[src/rtl/hazard_ctrl_pkg.sv]
// Shared definitions for the pipeline stall/flush sequencer: FSM state codes,
// hazard cause codes and the default MUL/DIV timeout.
package hazard_ctrl_pkg;

    localparam logic [1:0] S_RUN        = 2'd0;
    localparam logic [1:0] S_LOAD_GUARD = 2'd1;
    localparam logic [1:0] S_MULDIV     = 2'd2;
    localparam logic [1:0] S_MEM_WAIT   = 2'd3;

    typedef enum logic [1:0] {
        CAUSE_LOAD = 2'd0,
        CAUSE_BR   = 2'd1,
        CAUSE_MD   = 2'd2,
        CAUSE_MEM  = 2'd3
    } cause_e;

    localparam int MULDIV_MAX_CYC_DEFAULT = 34;

endpackage

[src/rtl/stall_perf_counter.sv]
// Wrapping stall-cycle counter for one hazard cause; only built when
// STALL_PERF_CNT_EN is defined.
`ifdef STALL_PERF_CNT_EN
module stall_perf_counter #(
    parameter int PERF_W = 32
) (
    input  logic              CLK,
    input  logic              RESET,
    input  logic              clear,
    input  logic              inc,
    output logic [PERF_W-1:0] count
);

    always_ff @(posedge CLK) begin
        if (RESET || clear) begin
            count <= '0;
        end else if (inc) begin
            count <= count + 1'b1;
        end
    end

endmodule
`endif

[src/rtl/pipeline_stall_controller.sv]
// Stall/flush sequencer for the 5-stage pipeline: merges load-use, branch,
// MUL/DIV and data-memory hazards. Per-cause counters under STALL_PERF_CNT_EN.
module pipeline_stall_controller
    import hazard_ctrl_pkg::*;
#(
    parameter int MULDIV_MAX_CYC = MULDIV_MAX_CYC_DEFAULT,
    parameter int CNT_W          = 6,
    parameter int PERF_W         = 32
) (
    input  logic              CLK,
    input  logic              RESET,
    input  logic              LOAD_BUBBLE,
    input  logic              BRANCH_TAKEN,
    input  logic              MULDIV_START,
    input  logic              MULDIV_DONE,
    input  logic              DMEM_BUSY,
    output logic              PC_STALL,
    output logic              IF_ID_STALL,
    output logic              ID_EX_STALL,
    output logic              EX_MEM_STALL,
    output logic              IF_ID_FLUSH,
    output logic              ID_EX_FLUSH,
    output logic              EX_MEM_FLUSH,
    output logic              MULDIV_TIMEOUT,
    output logic [PERF_W-1:0] PERF_LOAD,
    output logic [PERF_W-1:0] PERF_BR,
    output logic [PERF_W-1:0] PERF_MD,
    output logic [PERF_W-1:0] PERF_MEM
);

    logic [1:0]       state_reg, state_next;
    logic [CNT_W-1:0] cnt_reg, cnt_next;
    logic             timeout_reg, timeout_next;

    always_comb begin
        state_next   = state_reg;
        cnt_next     = cnt_reg;
        timeout_next = timeout_reg;
        PC_STALL     = 1'b0;
        IF_ID_STALL  = 1'b0;
        ID_EX_STALL  = 1'b0;
        EX_MEM_STALL = 1'b0;
        IF_ID_FLUSH  = 1'b0;
        ID_EX_FLUSH  = 1'b0;
        EX_MEM_FLUSH = 1'b0;

        case (state_reg)
            S_RUN, S_LOAD_GUARD: begin
                state_next = S_RUN;
                if (DMEM_BUSY) begin
                    PC_STALL     = 1'b1;
                    IF_ID_STALL  = 1'b1;
                    ID_EX_STALL  = 1'b1;
                    EX_MEM_STALL = 1'b1;
                    state_next   = S_MEM_WAIT;
                end else if (BRANCH_TAKEN) begin
                    IF_ID_FLUSH = 1'b1;
                    ID_EX_FLUSH = 1'b1;
                end else if (MULDIV_START) begin
                    // A same-cycle DONE is a single-cycle op: nothing to hold.
                    if (!MULDIV_DONE) begin
                        PC_STALL     = 1'b1;
                        IF_ID_STALL  = 1'b1;
                        ID_EX_STALL  = 1'b1;
                        EX_MEM_FLUSH = 1'b1;
                        cnt_next     = CNT_W'(1);
                        state_next   = S_MULDIV;
                    end
                end else if (LOAD_BUBBLE && state_reg == S_RUN) begin
                    // In the guard cycle the held instruction already has its forward.
                    PC_STALL    = 1'b1;
                    IF_ID_STALL = 1'b1;
                    ID_EX_FLUSH = 1'b1;
                    state_next  = S_LOAD_GUARD;
                end
            end
            S_MULDIV: begin
                if (MULDIV_DONE || cnt_reg == CNT_W'(MULDIV_MAX_CYC)) begin
                    state_next = S_RUN;
                    if (!MULDIV_DONE) begin
                        timeout_next = 1'b1;
                    end
                end else begin
                    PC_STALL    = 1'b1;
                    IF_ID_STALL = 1'b1;
                    ID_EX_STALL = 1'b1;
                    // Memory wait holds the older op in MEM instead of bubbling it.
                    if (DMEM_BUSY) begin
                        EX_MEM_STALL = 1'b1;
                    end else begin
                        EX_MEM_FLUSH = 1'b1;
                    end
                    if (cnt_reg != '1) begin
                        cnt_next = cnt_reg + 1'b1;
                    end
                end
            end
            S_MEM_WAIT: begin
                if (DMEM_BUSY) begin
                    PC_STALL     = 1'b1;
                    IF_ID_STALL  = 1'b1;
                    ID_EX_STALL  = 1'b1;
                    EX_MEM_STALL = 1'b1;
                end else begin
                    state_next = S_RUN;
                end
            end
            default: state_next = S_RUN;
        endcase

        if (RESET) begin
            PC_STALL     = 1'b0;
            IF_ID_STALL  = 1'b0;
            ID_EX_STALL  = 1'b0;
            EX_MEM_STALL = 1'b0;
            IF_ID_FLUSH  = 1'b0;
            ID_EX_FLUSH  = 1'b0;
            EX_MEM_FLUSH = 1'b0;
        end
    end

    always_ff @(posedge CLK) begin
        if (RESET) begin
            state_reg   <= S_RUN;
            cnt_reg     <= '0;
            timeout_reg <= 1'b0;
        end else begin
            state_reg   <= state_next;
            cnt_reg     <= cnt_next;
            timeout_reg <= timeout_next;
        end
    end

    assign MULDIV_TIMEOUT = timeout_reg;

`ifdef STALL_PERF_CNT_EN
    logic [3:0]        perf_inc;
    logic [PERF_W-1:0] perf_cnt [4];

    // Cause is recovered from the control pattern: only a branch flushes IF/ID,
    // only a load flushes ID/EX alone, and memory is the only non-MUL/DIV EX/MEM stall.
    assign perf_inc[CAUSE_LOAD] = ID_EX_FLUSH && !IF_ID_FLUSH;
    assign perf_inc[CAUSE_BR]   = IF_ID_FLUSH;
    assign perf_inc[CAUSE_MD]   = EX_MEM_FLUSH || (state_reg == S_MULDIV && PC_STALL);
    assign perf_inc[CAUSE_MEM]  = EX_MEM_STALL && state_reg != S_MULDIV;

    generate
        for (genvar gi = 0; gi < 4; gi++) begin : g_perf
            stall_perf_counter #(.PERF_W(PERF_W)) u_cnt (
                .CLK   (CLK),
                .RESET (RESET),
                .clear (1'b0),
                .inc   (perf_inc[gi]),
                .count (perf_cnt[gi])
            );
        end
    endgenerate

    assign PERF_LOAD = perf_cnt[CAUSE_LOAD];
    assign PERF_BR   = perf_cnt[CAUSE_BR];
    assign PERF_MD   = perf_cnt[CAUSE_MD];
    assign PERF_MEM  = perf_cnt[CAUSE_MEM];
`else
    assign PERF_LOAD = '0;
    assign PERF_BR   = '0;
    assign PERF_MD   = '0;
    assign PERF_MEM  = '0;
`endif

endmodule

[config.mk]
export PLATFORM = sky130hd
export DESIGN_NAME = pipeline_stall_controller
export DESIGN_NICKNAME = d
export VERILOG_FILES = /design/src/rtl/hazard_ctrl_pkg.sv /design/src/rtl/stall_perf_counter.sv /design/src/rtl/pipeline_stall_controller.sv
export SDC_FILE = /design/constraint.sdc
export NUM_CORES = 1
export LEC_CHECK = 0
export CELL_PAD_IN_SITES_DETAIL_PLACEMENT = 1
export CELL_PAD_IN_SITES_GLOBAL_PLACEMENT = 1
export CORE_MARGIN = 2
export CORE_UTILIZATION = 19
export DETAILED_ROUTE_END_ITERATION = 7
export PLACE_DENSITY_LB_ADDON = 0.1
export SETUP_SLACK_MARGIN = 0.05
export SLEW_MARGIN = 20
export SYNTH_ARGS = -nofsm -noshare
export SYNTH_HDL_FRONTEND = slang
export SYNTH_HIERARCHICAL = 1
export SYNTH_SLANG_ARGS = --single-unit
[constraint.sdc]
create_clock -name CLK -period 1.7 [get_ports CLK]
set_input_delay 0.34 -clock CLK [delete_from_list [all_inputs] [get_ports CLK]]
set_output_delay 0.34 -clock CLK [all_outputs]
set_load 0.02 [all_outputs]
==> results of run 1 <==
## tightest hold or removal path, cell delays in order (launching register included)
cell and delay (ps):
dfxtp_1 340, a21oi_1 50, nor2_1 70
## worst min path at each step
stage | from | end | slack (ps) | depth (start not counted)
2_1_floorplan | cnt_reg[1] | cnt_reg[1] | 490 | 2
5_1_grt | MULDIV_TIMEOUT | MULDIV_TIMEOUT | 510 | 2
3_5_place_dp | MULDIV_TIMEOUT | MULDIV_TIMEOUT | 480 | 2
4_1_cts | MULDIV_TIMEOUT | MULDIV_TIMEOUT | 500 | 2
6_report | MULDIV_TIMEOUT | MULDIV_TIMEOUT | 490 | 2
3_3_place_gp | MULDIV_TIMEOUT | MULDIV_TIMEOUT | 480 | 2
## stage by stage
step                setup WS, ps    util  cell area (µm²)  power (mW)  setup TNS, ps
floorplan                 -15.01       -             2110      0.7817         -15.01
global placement          -849.9  0.1925             1582      0.6474          -6579
detailed placement        -759.6  0.1925             1582      0.6451          -6160
CTS                       -269.5  0.2094             1720      0.9545          -1268
global route              -330.2  0.2147             1764       1.018          -1540
finish                    -213.2  0.2147             1764      0.9502          -1016
## power by group through the flow
stage               Sequential, mW  Clock, mW  Combinational (mW)
global route                 0.227      0.301               0.490
global placement             0.230          0               0.418
floorplan                    0.226          0               0.556
detailed placement           0.229          0               0.416
CTS                          0.227      0.290               0.438
finish                       0.226      0.274               0.450
## cell families after synthesis
kind of cell	Yosys count	synth area share
buffers and inverters	134	0.6163
and+or+nand+nor	32	0.1307
AOI/OAI and AO/OA	26	0.1230
DFF	9	0.1121
adders and majority gates	2	0.01556
other	1	0.002332
## layer usage
| metal | wire length (µm) | vias up | track usage |
|---|---|---|---|
| li1 | - | 502 | - |
| met1 | 1318 | 489 | 0.08011 |
| met2 | 1561 | 76 | 0.1105 |
| met3 | 355 | 2 | 0.02428 |
| met4 | 4 | 0 | 0.007143 |
| met5 | 0 | - | 0 |
## synth_stat cells (2+ instances only)
cell / instances
a32o_1: 2
ha_1: 2
nor2_1: 6
clkbuf_1: 2
o21bai_1: 2
dfxtp_1: 9
nor3_1: 4
o21a_1: 2
o21ai_0: 4
inv_1: 2
buf_4: 130
a21oi_1: 9
nor4b_1: 2
and2_1: 2
nand2_1: 5
nand3_1: 4
## timing repair
item / 4_1_cts / 5_1_grt
endpoints found under the setup margin: 13 / 11
pin swaps: 21 / 6
gates resized for setup: 66 / 8
hold buffers: 0 / 0
setup buffers: 5 / 1
## final cells by class
cell class / instances / share of cell area
clock buffers: 3 / 0.02340
clock inverters: 1 / 0.002837
inverters: 2 / 0.004255
multi-input cells: 188 / 0.5830
flip-flops and latches: 9 / 0.1035
well taps: 105 / 0.07447
repair buffers: 45 / 0.2085
==> impl_metrics.json, run 1 <==
{
  "detail_route.iter0.violations": 7,
  "synth_top_area_share": 0.6070,
  "layout_commonest_cell": "conb_1",
  "final_cell_mix": "conb_1 (128), buf_4 (32), dfxtp_1 (7), nand2_1 (5), buf_6 (5)",
  "crit_fanout": 4,
  "dr.pass1.iters": 3,
  "gp_congestion": 0.6520,
  "synth-edff-count": 0,
  "maxSlewViolCount": 0,
  "vias": 1069,
  "clock-sinks": 9,
  "clk_pin_slew_worst_paths_ps": 60,
  "drc": 0,
  "yosysUniqueCellTypes": 33,
  "io_pins": 143,
  "diodes": 0,
  "crit_type": "flop to output pin",
  "routed_via_density": 3.028,
  "post-route-period-util": 1.125,
  "antenna_left": 0,
  "drive_gt1_frac": 0.2944,
  "maxCapViolations": 0,
  "netlist_area_um2": 1608,
  "grt_pass1_wl_mm": 4.595,
  "critPathLaunchType": "flop",
  "skew_ps": 10.76,
  "power_frac_comb": 0.474,
  "max_stage_delay_ps": 320,
  "finalWirelength_mm": 3.239,
  "ys_seq_area_frac": 0.1121,
  "yosys-top-cells-area": "buf_4 (61%), dfxtp_1 (11%), a21oi_1 (2.8%)",
  "reg2reg_to": "cnt_reg[3]",
  "insertion_delay_ps": 250,
  "fill_cells": 1043,
  "yosysTopAreaCell": "buf_4",
  "row_count": 33,
  "syn_inst": 204,
  "status": "finished, violations left",
  "rsz0062_at_grt": "yes",
  "p_sw_frac": 0.4937,
  "core_area_um2": 8217,
  "clkPwrFrac": 0.288,
  "dp_hpwl_mm": 2.765,
  "synth-main-ff-cell": "dfxtp_1",
  "period_minus_slack_ps": 1913,
  "setup_ws_ps": -213.2,
  "die_w_um": 95.99,
  "regArea_um2": 182.7,
  "reg2reg_depth": 7,
  "crit_chain": "inv_2 -> ha_4 -> nor4b_4 -> a21oi_2 -> o21bai_4 -> a21oi_2 -> buf_4",
  "max_freq_ghz": 0.5227,
  "wl_per_cell_um": 9.176,
  "final_hold_viol_count": 0,
  "cp_common_cell": "a21oi_2",
  "fin_cells": 353,
  "cts_buffers": 3,
  "avgSynthCellArea_um2": 7.881,
  "grt_start_max_net_pins": 7,
  "ir_worst_vdd_mv": 0.1697,
  "setup_viol": 5,
  "crit_arrival_ps": 1570,
  "start_util": 0.1957,
  "multi_input_area_um2": 1028,
  "p_switching_mw": 0.4691,
  "ys_seq_elements": 9,
  "power_leakage_nw": 0.9059,
  "htreeDepth": 1,
  "synthArstFlopShare": 0,
  "crit_cells": 7,
  "cts-root-buf": "clkbuf_8",
  "grt_overflow": 0,
  "syn_to_final_growth_pct": 9.728,
  "violations": "setup timing",
  "slowest_stage": "dfxtp_2",
  "critical_path.top_delay_family": "compound AO/OA/AOI/OAI gates",
  "crit_start": "cnt_reg[0]",
  "yosysWarnings": 6,
  "cp-end-kind": "output pin",
  "port_buffers": 14,
  "cts_tree": "yes",
  "dieArea_um2": 9214,
  "p_seq_frac": 0.238,
  "whs_ps": 490.1,
  "largest_reg_flops": 6,
  "first_global_vias": 872,
  "nets": 258,
  "track_usage": 0.06487,
  "r2r_setup_slack_ps": 130,
  "cp.required_ps": 1360,
  "max-clock-path-buffers": 2,
  "crit_end": "ID_EX_STALL",
  "antenna_found_initial": 0,
  "internal_power_mw": 0.4811,
  "critPathBufInv": 2,
  "die_y_um": 95.99,
  "pwr_density_cell_nw_per_um2": 538.6,
  "placedCellCount": 343,
  "r2r_start": "cnt_reg[0]",
  "min_path_type": "flop to flop"
}
Power figures use the tool's default switching activity.
==> run 2, diff against run 1 <==
--- a/config.mk
+++ b/config.mk
@@ -12,6 +12,7 @@
 export DETAILED_ROUTE_END_ITERATION = 7
 export PLACE_DENSITY_LB_ADDON = 0.1
 export SETUP_SLACK_MARGIN = 0.05
+export SKIP_LAST_GASP = 1
 export SLEW_MARGIN = 20
 export SYNTH_ARGS = -nofsm -noshare
 export SYNTH_HDL_FRONTEND = slang
==> run 2 against run 1 <==
  * The run still ends with setup timing left
  * Combinational power shrank 0.9%
  * Final cell count is the same
  * Register-to-register slack lost 30 ps
  * Via count shrank 1.0%
  * Fmax is essentially flat
  * First-iteration DRC count grew 14%
  * Flip-flop and latch count is the same
  * Worst hold slack is essentially flat
  * Non-clock buffer count is the same
  * Critical path type unchanged
  * Highest routed layer unchanged
==> impl_metrics.json, run 2 (synthesized netlist as in run 1, its figures left out) <==
{
  "syn_to_final_growth_pct": 8.327,
  "finalWirelength_mm": 3.246,
  "rsz0062_at_grt": "yes",
  "maxCapViolations": 0,
  "layout_commonest_cell": "conb_1",
  "clk_pin_slew_worst_paths_ps": 60,
  "diodes": 0,
  "detail_route.iter0.violations": 8,
  "skew_ps": 10.08,
  "p_switching_mw": 0.4673,
  "io_pins": 143,
  "cts_buffers": 3,
  "status": "finished, violations left",
  "row_count": 33,
  "max_freq_ghz": 0.5224,
  "regArea_um2": 182.7,
  "crit_arrival_ps": 1570,
  "routed_via_density": 2.997,
  "gp_congestion": 0.6520,
  "core_area_um2": 8217,
  "cts-root-buf": "clkbuf_8",
  "period_minus_slack_ps": 1914,
  "multi_input_area_um2": 1010,
  "drc": 0,
  "pwr_density_cell_nw_per_um2": 543.5,
  "power_leakage_nw": 0.9052,
  "clock-sinks": 9,
  "die_y_um": 95.99,
  "dp_hpwl_mm": 2.765,
  "fin_cells": 353,
  "cts_tree": "yes",
  "dr.pass1.iters": 3,
  "maxSlewViolCount": 0,
  "port_buffers": 14,
  "antenna_left": 0,
  "final_cell_mix": "conb_1 (128), buf_4 (33), dfxtp_1 (7), nand2_1 (5)",
  "cp-end-kind": "output pin",
  "drive_gt1_frac": 0.2863,
  "antenna_found_initial": 0,
  "grt_overflow": 0,
  "crit_fanout": 4,
  "largest_reg_flops": 6,
  "setup_viol": 5,
  "htreeDepth": 1,
  "min_path_type": "flop to flop",
  "wl_per_cell_um": 9.195,
  "violations": "setup timing",
  "insertion_delay_ps": 250,
  "ir_worst_vdd_mv": 0.1602,
  "final_hold_viol_count": 0,
  "track_usage": 0.06487,
  "crit_type": "flop to output pin",
  "power_frac_comb": 0.471,
  "critPathLaunchType": "flop",
  "first_global_vias": 872,
  "p_sw_frac": 0.4936,
  "dieArea_um2": 9214,
  "post-route-period-util": 1.126,
  "grt_pass1_wl_mm": 4.595,
  "internal_power_mw": 0.4793,
  "nets": 258,
  "setup_ws_ps": -214.4,
  "vias": 1058,
  "die_w_um": 95.99,
  "clkPwrFrac": 0.290,
  "p_seq_frac": 0.239,
  "cp.required_ps": 1360,
  "start_util": 0.1957,
  "grt_start_max_net_pins": 7,
  "placedCellCount": 343,
  "max-clock-path-buffers": 2,
  "fill_cells": 1046,
  "power.total_mw": 0.9466
}
-- run 2: layout make-up --
cell class	count	share of cell area
sequential	9	0.1049
tap	105	0.07543
timing repair buffer	45	0.2091
inverter	2	0.004310
multi-input combinational	188	0.5797
clock inverter	1	0.002874
clock buffer	3	0.02371
-- run 2: path summary, 6_finish.rpt --
| check | start | to | cells past startpoint | slack, ps |
|---|---|---|---|---|
| min | MULDIV_TIMEOUT | MULDIV_TIMEOUT | 2 | 490 |
| max | cnt_reg[0] | ID_EX_STALL | 7 | -210 |
| min reg2reg | MULDIV_TIMEOUT | MULDIV_TIMEOUT | 2 | 490 |
| max reg2reg | cnt_reg[1] | cnt_reg[3] | 7 | 100 |
-- run 2: repair_timing --
item	in CTS	in global routing
pin swaps	21	6
setup buffers	5	1
resized for setup	66	4
hold buffers	0	0
setup endpoints to repair	13	11
-- run 2: metal layers --
layer,global-route usage,part of all wire,up-vias
met5,0,0,-
met4,0.007143,0.0012,0
met3,0.02428,0.11,2
met2,0.1105,0.48,76
met1,0.08011,0.41,479
li1,-,-,501
-- run 2: stage by stage --
step	hold slack, ps	util	area (µm²)	setup TNS, ps	setup WS, ps
final	490.3	0.2120	1742	-1043	-214.4
after CTS	496.2	0.2094	1720	-1268	-269.5
after floorplan	487.0	-	2110	-15.01	-15.01
after detailed placement	481.0	0.1925	1582	-6160	-759.6
after global routing	510.6	0.2120	1742	-1594	-329.5
after global placement	476.3	0.1925	1582	-6579	-849.9
-- run 2: critical path, cell delays in order (launching register included) --
cell	delay [ps]
dfxtp_2	320
inv_2	70
ha_4	120
nor4b_4	250
a21oi_2	120
o21bai_4	200
a21oi_2	80
buf_4	160
-- run 2: power by group through the flow --
stage	logic [mW]	registers [mW]	clock network, mW
3_3_place_gp	0.418	0.230	0
5_1_grt	0.486	0.227	0.302
3_5_place_dp	0.416	0.229	0
2_1_floorplan	0.556	0.226	0
4_1_cts	0.438	0.227	0.290
6_report	0.446	0.226	0.274
